==> src/rtl/muldiv_if.sv <==
// Core-side bundle for the multiply/divide unit: launch, HI/LO moves,
// status and the architectural HI/LO values.
interface muldiv_if #(
    parameter int unsigned WIDTH = 32
);
    logic             start;
    logic [5:0]       op;
    logic [WIDTH-1:0] a;
    logic [WIDTH-1:0] b;
    logic             wr_hi;
    logic             wr_lo;
    logic             busy;
    logic             stall;
    logic             done;
    logic [WIDTH-1:0] hi;
    logic [WIDTH-1:0] lo;

    modport master (
        output start, op, a, b, wr_hi, wr_lo,
        input  busy, stall, done, hi, lo
    );

    modport slave (
        input  start, op, a, b, wr_hi, wr_lo,
        output busy, stall, done, hi, lo
    );
endinterface

==> src/rtl/muldiv_seq.sv <==
// Sequential MULTU/DIVU unit with HI/LO registers: one bit per cycle,
// shift-add multiply and restoring divide sharing one 2*WIDTH accumulator.
module muldiv_seq #(
    parameter int unsigned WIDTH    = 32,
    parameter logic [5:0]  OP_MULTU = 6'h19,
    parameter logic [5:0]  OP_DIVU  = 6'h1B
) (
    input  logic     clk,
    input  logic     rst,
    muldiv_if.slave  bus
);
    localparam int unsigned CNT_W = (WIDTH > 1) ? $clog2(WIDTH) : 1;
    localparam int unsigned ACC_W = 2 * WIDTH;

    typedef enum logic [1:0] {
        IDLE = 2'd0,
        MUL  = 2'd1,
        DIV  = 2'd2,
        DONE = 2'd3
    } state_t;

    state_t           state;
    logic [CNT_W-1:0] cnt;
    logic [WIDTH-1:0] opnd;
    logic [ACC_W-1:0] acc;
    logic [WIDTH-1:0] hi_q;
    logic [WIDTH-1:0] lo_q;
    logic             busy_q;
    logic             done_q;

    logic [WIDTH:0]   mul_sum;
    logic [WIDTH:0]   div_rem;
    logic [WIDTH:0]   div_diff;
    logic             div_ge;
    logic [ACC_W-1:0] mul_next;
    logic [ACC_W-1:0] div_next;
    logic [ACC_W-1:0] step_next;
    logic             idle_like;
    logic             accept_mul;
    logic             accept_div;
    logic             last_iter;

    // Multiply: acc = {partial hi, multiplier}, shifted right each step.
    // Divide:   acc = {remainder, dividend/quotient}, shifted left each step.
    always_comb begin
        mul_sum   = {1'b0, acc[ACC_W-1:WIDTH]} + (acc[0] ? {1'b0, opnd} : {(WIDTH+1){1'b0}});
        mul_next  = {mul_sum, acc[WIDTH-1:1]};
        div_rem   = {acc[ACC_W-1:WIDTH], acc[WIDTH-1]};
        div_diff  = div_rem - {1'b0, opnd};
        div_ge    = (div_rem >= {1'b0, opnd});
        div_next  = {(div_ge ? div_diff[WIDTH-1:0] : div_rem[WIDTH-1:0]),
                     acc[WIDTH-2:0], div_ge};
        step_next = (state == DIV) ? div_next : mul_next;
    end

    assign idle_like  = (state == IDLE) || (state == DONE);
    assign accept_mul = idle_like && bus.start && (bus.op == OP_MULTU);
    assign accept_div = idle_like && bus.start && (bus.op == OP_DIVU);
    assign last_iter  = (cnt == CNT_W'(WIDTH - 1));

    always_ff @(posedge clk or negedge rst) begin
        if (!rst) begin
            state  <= IDLE;
            cnt    <= '0;
            opnd   <= '0;
            acc    <= '0;
            hi_q   <= '0;
            lo_q   <= '0;
            busy_q <= 1'b0;
            done_q <= 1'b0;
        end else begin
            case (state)
                IDLE, DONE: begin
                    done_q <= 1'b0;
                    if (accept_mul) begin
                        state  <= MUL;
                        acc    <= {{WIDTH{1'b0}}, bus.b};
                        opnd   <= bus.a;
                        cnt    <= '0;
                        busy_q <= 1'b1;
                    end else if (accept_div) begin
                        state  <= DIV;
                        acc    <= {{WIDTH{1'b0}}, bus.a};
                        opnd   <= bus.b;
                        cnt    <= '0;
                        busy_q <= 1'b1;
                    end else begin
                        // An accepted start drops any coincident HI/LO move.
                        state <= IDLE;
                        if (bus.wr_hi) hi_q <= bus.a;
                        if (bus.wr_lo) lo_q <= bus.a;
                    end
                end
                MUL, DIV: begin
                    acc <= step_next;
                    if (last_iter) begin
                        hi_q   <= step_next[ACC_W-1:WIDTH];
                        lo_q   <= step_next[WIDTH-1:0];
                        state  <= DONE;
                        busy_q <= 1'b0;
                        done_q <= 1'b1;
                        cnt    <= '0;
                    end else begin
                        cnt <= cnt + CNT_W'(1);
                    end
                end
                default: state <= IDLE;
            endcase
        end
    end

    assign bus.busy  = busy_q;
    assign bus.stall = busy_q;
    assign bus.done  = done_q;
    assign bus.hi    = hi_q;
    assign bus.lo    = lo_q;
endmodule
==> src/flat_wrapper.sv <==
// flat-port wrapper written by rule: the top's interface ports become plain ports
module muldiv_seq_flat 
#(
    parameter int unsigned WIDTH    = 32,
    parameter logic [5:0]  OP_MULTU = 6'h19,
    parameter logic [5:0]  OP_DIVU  = 6'h1B
)
  (clk, rst, bus_start, bus_op, bus_a, bus_b, bus_wr_hi, bus_wr_lo, bus_busy, bus_stall, bus_done, bus_hi, bus_lo);
  muldiv_if #(.WIDTH(WIDTH)) bus_i ();
  input  logic clk;
  input  logic rst;
  input wire logic [$bits(bus_i.start)-1:0] bus_start;
  input wire logic [$bits(bus_i.op)-1:0] bus_op;
  input wire logic [$bits(bus_i.a)-1:0] bus_a;
  input wire logic [$bits(bus_i.b)-1:0] bus_b;
  input wire logic [$bits(bus_i.wr_hi)-1:0] bus_wr_hi;
  input wire logic [$bits(bus_i.wr_lo)-1:0] bus_wr_lo;
  output wire logic [$bits(bus_i.busy)-1:0] bus_busy;
  output wire logic [$bits(bus_i.stall)-1:0] bus_stall;
  output wire logic [$bits(bus_i.done)-1:0] bus_done;
  output wire logic [$bits(bus_i.hi)-1:0] bus_hi;
  output wire logic [$bits(bus_i.lo)-1:0] bus_lo;
  assign bus_i.start = bus_start;
  assign bus_i.op = bus_op;
  assign bus_i.a = bus_a;
  assign bus_i.b = bus_b;
  assign bus_i.wr_hi = bus_wr_hi;
  assign bus_i.wr_lo = bus_wr_lo;
  assign bus_busy = bus_i.busy;
  assign bus_stall = bus_i.stall;
  assign bus_done = bus_i.done;
  assign bus_hi = bus_i.hi;
  assign bus_lo = bus_i.lo;
  muldiv_seq #(.WIDTH(WIDTH), .OP_MULTU(OP_MULTU), .OP_DIVU(OP_DIVU)) u_core (.clk(clk), .rst(rst), .bus(bus_i));
endmodule
==> config.mk <==
export PLATFORM = sky130hd
export DESIGN_NAME = muldiv_seq_flat
export DESIGN_NICKNAME = d
export VERILOG_FILES = /design/src/rtl/muldiv_if.sv /design/src/rtl/muldiv_seq.sv /design/src/flat_wrapper.sv
export SDC_FILE = /design/constraint.sdc
export NUM_CORES = 1
export LEC_CHECK = 0
export CAP_MARGIN = 40
export CELL_PAD_IN_SITES_DETAIL_PLACEMENT = 1
export CELL_PAD_IN_SITES_GLOBAL_PLACEMENT = 1
export CORE_MARGIN = 2
export CORE_UTILIZATION = 39
export DETAILED_ROUTE_END_ITERATION = 10
export GPL_ROUTABILITY_DRIVEN = 0
export HOLD_SLACK_MARGIN = 0.05
export MAX_ROUTING_LAYER = met4
export PLACE_DENSITY = 0.85
export SYNTH_ARGS = -nofsm -noshare
export SYNTH_HDL_FRONTEND = slang
export SYNTH_SLANG_ARGS = --single-unit
==> constraint.sdc <==
create_clock -name clk -period 3.57 [get_ports clk]
set_input_delay 0.714 -clock clk [delete_from_list [all_inputs] [get_ports clk]]
set_output_delay 0.714 -clock clk [all_outputs]
set_load 0.1 [all_outputs]
==> metrics.csv, run 1 <==
metric,value,unit
Cells after Synth,1500,
Max clock buf depth,2,
CTS Hold Bufs,0,
Initial Utilization,39.5,%
average size of a mapped cell,8.04,sq um
# IOs,142,
GRT worst endpoint,u_core.bus.hi[30]$_DFFE_PN0P_/D,
"Async S/R FF share, synth",100,%
Unique masters post-synth,72,
Post-synth top flop,dfrtp_1,
"Net Count, Synth",1644,
synthesized area,12100,sq um
largest net degree at the start of global routing,70,
largest family of logic cells by synthesized area,compound AO/OA/AOI/OAI gates,
Synth Register Bits,169,
Post-Synth Adder-Cell Area,7.28,%
Synth Area in Compound Gates,23.2,%
number of flops mapped to enable cells by yosys,0,
post-DP HPWL,39.7,mm
chip height,180,um
Total GRT Usage,76.3,%
antenna violations before repair,13,
placed cells,2090,
clk root buf,clkbuf_16,
Die X,180,um
Post-Synth Simple-Gate Area,19.8,%
"Seq/Total Area, Yosys",35.1,%
multiplexer share of the synthesized area,6.09,%
row count,64,
grt total ovfl,50,
cts bufs inserted,17,
Synth warnings,0,
Stopped at,global routing,
Worst End Pin Type,register input,
status,did not finish,
Sink Count,169,
XOR/XNOR share of the synthesized area,3.92,%
# H-tree levels,4,
port bufs,141,
Err,[ERROR GRT-0232] Routing congestion too high. Check the congestion heatmap in the GUI.,
==> Yosys cell counts, drive strengths merged, types with 4 or more instances <==
| library cell | count | area, sq um |
|---|---|---|
| o211ai | 8 | 60.1 |
| nand3 | 29 | 150 |
| inv | 58 | 218 |
| o21ai | 91 | 455 |
| o21a | 9 | 67.6 |
| a41oi | 4 | 35.0 |
| o22ai | 5 | 31.3 |
| a311o | 6 | 60.1 |
| xnor2 | 33 | 289 |
| o31ai | 4 | 30.0 |
| nand4 | 9 | 56.3 |
| nand2 | 193 | 727 |
| or3 | 7 | 43.8 |
| a211oi | 16 | 120 |
| mux2i | 70 | 701 |
| or2 | 4 | 25.0 |
| nand2b | 5 | 31.3 |
| nor2b | 4 | 25.0 |
| o22a | 9 | 78.8 |
| a221oi | 5 | 43.8 |
| a21o | 27 | 203 |
| ha | 67 | 838 |
| and3 | 9 | 57.6 |
| dfrtp | 169 | 4230 |
| a211o | 4 | 35.0 |
| a311oi | 4 | 35.0 |
| nor3 | 20 | 100 |
| nor2 | 231 | 870 |
| xor2 | 21 | 184 |
| a2bb2oi | 5 | 43.8 |
| a21oi | 140 | 701 |
| clkbuf | 73 | 274 |
| a31o | 7 | 61.3 |
| buf | 13 | 58.8 |
| a2111oi | 35 | 325 |
| and2 | 36 | 226 |
| a31oi | 28 | 175 |
==> logic make-up after synthesis <==
group,Yosys count
simple gates,557
compound gates,434
flops,169
buf+inv,144
xor+xnor,54
mux,73
fa+ha+maj,69
==> repair_timing <==
| item | in CTS |
|---|---|
| resized for setup | 19 |
| hold endpoints to repair | 0 |
| pin swaps | 2 |
| setup buffers | 1 |
| setup endpoints to repair | 25 |
==> metal layers <==
layer | global-route usage [%] | overflow
met1 | 73.8 | 4
met2 | 88.7 | 21
met3 | 66.4 | 2
met4 | 72.2 | 23
met5 | - | -
==> per-stage QoR <==
step / TNS (ns) / worst slack (ns) / hold WS (ns) / instance area (sq um)
after detailed placement: -0.0637 / -0.0409 / 0.489 / 15500
after CTS: 0 / 0.0173 / 0.253 / 16200
after global placement: 0 / 0.115 / 0.478 / 14300
after floorplan: 0 / 0.0433 / 0.418 / 12100
==> run 2, diff against run 1 <==
==> config.mk (replaced) <==
export PLATFORM = sky130hd
export DESIGN_NAME = muldiv_seq_flat
export DESIGN_NICKNAME = d
export VERILOG_FILES = /design/src/rtl/muldiv_if.sv /design/src/rtl/muldiv_seq.sv /design/src/flat_wrapper.sv
export SDC_FILE = /design/constraint.sdc
export NUM_CORES = 1
export LEC_CHECK = 0
export CAP_MARGIN = 40
export CORE_MARGIN = 2
export CORE_UTILIZATION = 40
export DETAILED_ROUTE_END_ITERATION = 10
export GPL_ROUTABILITY_DRIVEN = 0
export PLACE_DENSITY_LB_ADDON = 0.15
export SYNTH_ARGS = -nofsm -noshare
export SYNTH_HDL_FRONTEND = slang
export SYNTH_SLANG_ARGS = --single-unit
==> constraint.sdc (replaced) <==
create_clock -name clk -period 4.6 [get_ports clk]
set_input_delay 0.92 -clock clk [delete_from_list [all_inputs] [get_ports clk]]
set_output_delay 0.92 -clock clk [all_outputs]
set_load 0.1 [all_outputs]
==> run 2 against run 1 <==
The flow now finishes without violations; synthesized cell count unchanged; synthesized area is the same.
==> metrics.csv, run 2 <==
metric,value,unit,change
status,"complete, no violations",,
Unique masters post-synth,72,,unchanged
# H-tree levels,4,,unchanged
clock skew,0.00923,ns,
Final period util,89.4,%,
antenna violations before repair,0,,
endpoints failing hold,0,,
Crit path largest cell delay,0.51,ns,
combinational share of power,60.1,%,
power density cells,633,nW/um^2,
TritonCTS clock tree,yes,,
"top cells by area, synth","dfrtp_1 (35%), nor2_1 (7.2%), ha_1 (7.0%)",,
chip height,178,um,-1.2%
global-route wire length before repair,64.8,mm,
Die X,178,um,-1.2%
unrepaired setup endpoints after global routing,no,,
Flop pwr share,24.0,%,
Rel. slew slack,32.7,%,
startpoint types,register,,
Sw Ratio,47.8,%,
Hold Slack,0.368,ns,
share of layout cells above drive strength 1,8.99,%,
crit-path cells,and2_1 -> ha_1 -> fa_1 -> a21o_1 -> a221oi_1 -> o22ai_1 -> a21oi_1 -> o21ai_0 -> a21oi_1 -> mux2_2 -> a311o_1 -> a31oi_1,,
Initial Utilization,40.7,%,+1.2 points
Synth top area share,35.1,%,unchanged
postcts setup bufs,0,,-1
reg2reg path depth,12,,
Final setup violation count,0,,
Sw Pwr,0.00474,W,
Routed Wire Length,41.0,mm,
average size of a mapped cell,8.04,sq um,unchanged
detailed-route via count,11900,,
Die ar.,31600,sq um,
CTS Hold Bufs,0,,unchanged
worst setup margin,0.487,ns,
clock network power share,15.9,%,
1st-pass router iterations,7,,
cts bufs inserted,17,,unchanged
design area,15700,sq um,
synthesized area,12100,sq um,unchanged
port bufs,141,,unchanged
Synth top cells by count,"nor2_1 (230), nand2_1 (192), dfrtp_1 (169), a21oi_1 (140), o21ai_0 (90)",,
Layout area overhead,30.0,%,
Worst setup EP type,register,,
cell mode on critical path,a21oi_1,,
"Slew Viols, Final",0,,
fmax,243,MHz,
largest register by flop count,u_core.acc,,
Internal Power,0.00518,W,
Leakage,6.90,nW,
critical path data arrival time,4.47,ns,
Post-CTS Resized,0,,-19
worst min-delay path category,input port to asynchronous set/reset pin,,
"Max stage delay cell, worst path",dfrtp_1,,
VDD IR-drop max,0.319,mV,
largest net degree at the start of global routing,71,,
number of flops mapped to enable cells by yosys,0,,unchanged
final setup TNS,0,ns,
Post-synth top flop,dfrtp_1,,
DRC Markers,0,,
most frequent cells in the layout,"nor2_1 (226), nand2_1 (192), dfrtp_1 (169)",,
post-DP HPWL,30.8,mm,-23%
max FFs per register,64,,
kind of critical path,register to register,,
"count leader, synth",nor2_1,,
row count,63,,-1.6%
Worst-Skew Late Latency,0.44,ns,
Core Area,29600,sq um,
Sink Count,169,,unchanged
Synth Register Bits,169,,unchanged
routed len/inst,19.8,um,
Final Util,52.9,%,
Cells after Synth,1500,,unchanged
Final ANT Viol Nets,0,,
"Seq/Total Area, Yosys",35.1,%,unchanged
"Async S/R FF share, synth",100,%,unchanged
Total GRT Usage,26.7,%,
Worst-Margin Slew,0.984,ns,
pre-CTS setup slack,0.544,ns,+0.585 ns
"commonest non-fill, non-tap cell in the layout",nor2_1,,
"Req. time, crit path",4.96,ns,
MaxCap Viol Count,0,,
Yosys top cell by area,dfrtp_1,,
ANT cells,0,,
Max clock buf depth,2,,unchanged
initial DRC count,926,,
Nets,1810,,
Synth warnings,0,,unchanged
"Net Count, Synth",1644,,unchanged
clk root buf,clkbuf_16,,
"CTS clk-pin slew, worst paths",0.07,ns,
dpl cell area,15000,sq um,-2.8%
# IOs,142,,unchanged
Vias/cell,5.73,,
crit-path max FO,13,,
grt total ovfl,0,,
vias in the first global route,11500,,
clock period minus worst slack,4.11,ns,
==> run 2: path summary, 6_finish.rpt <==
check                                                 start                       endpoint  slack (ns)
worst max-delay path              u_core.acc[0]$_DFFE_PN0P_  u_core.bus.hi[29]$_DFFE_PN0P_        0.49
worst min-delay path                                    rst   u_core.bus.lo[5]$_DFFE_PN0P_        0.37
worst max register to register    u_core.acc[0]$_DFFE_PN0P_  u_core.bus.hi[29]$_DFFE_PN0P_        0.49
worst min register to register  u_core.bus.done$_DFFE_PN0N_    u_core.bus.done$_DFFE_PN0N_        0.50
max in group asynchronous                               rst     u_core.acc[60]$_DFFE_PN0P_        3.16
min in group clk                u_core.bus.done$_DFFE_PN0N_    u_core.bus.done$_DFFE_PN0N_        0.50
==> run 2: logic make-up (layout without fill, tap and decap cells) <==
family / Yosys count / after routing / share of synthesized area, %
AOI/OAI and AO/OA: 434 / 434 / 23.2
xor gates and xnor gates: 54 / 54 / 3.92
adders and majority gates: 69 / 69 / 7.28
buffers and inverters: 144 / 323 / 4.56
DFF: 169 / 169 / 35.1
muxes: 73 / 73 / 6.09
and+or+nand+nor: 557 / 557 / 19.8
==> run 2: metal layers <==
layer  global-route usage, %  wire length, um
met1                    39.2            19800
met2                    39.6            17700
met3                    5.46             2740
met4                    7.00              744
met5                       0                0
==> run 2: layout make-up <==
class,instances,area (sq um)
Fill cell,2731,14000
Tap cell,390,488
Timing Repair Buffer,233,2780
Clock inverter,10,164
Inverter,58,218
Multi-Input combinational cell,1187,7320
Clock buffer,22,474
Sequential cell,169,4230
==> run 2: through the flow <==
step | power (W) | std cells
4_1_cts | 0.00984 | 2069
2_1_floorplan | 0.00634 | 1500
5_1_grt | 0.0106 | 2069
3_5_place_dp | 0.00821 | 2037
6_report | 0.00992 | 2069
3_3_place_gp | 0.00791 | 1969
==> run 2: worst max-delay path: cells and delay by family (launching register included) <==
family,cells,cell delay [ns]
multiplexers,1,0.35
flip-flops,1,0.51
adder cells (fa/ha/maj),2,0.63
AND/OR/NAND/NOR,1,0.21
AO/OA/AOI/OAI,8,2.34
==> run 2: power groups by stage <==
stage               Combinational, W  Sequential (W)  Clock (W)
detailed placement           0.00582         0.00239          0
global placement             0.00553         0.00238          0
CTS                          0.00587         0.00237    0.00160
floorplan                    0.00362         0.00272          0
finish                       0.00596         0.00238    0.00158
global route                 0.00649         0.00243    0.00167
Note: power is estimated with default switching activity, not from simulation.
==> run 3, diff against run 2 <==
--- a/config.mk
+++ b/config.mk
@@ -11,6 +11,7 @@
 export DETAILED_ROUTE_END_ITERATION = 10
 export GPL_ROUTABILITY_DRIVEN = 0
 export PLACE_DENSITY_LB_ADDON = 0.15
+export SKIP_CTS_REPAIR_TIMING = 1
 export SYNTH_ARGS = -nofsm -noshare
 export SYNTH_HDL_FRONTEND = slang
 export SYNTH_SLANG_ARGS = --single-unit
==> results of run 3 <==
The final DEF is identical to that of run 2; final timing and power are the same.
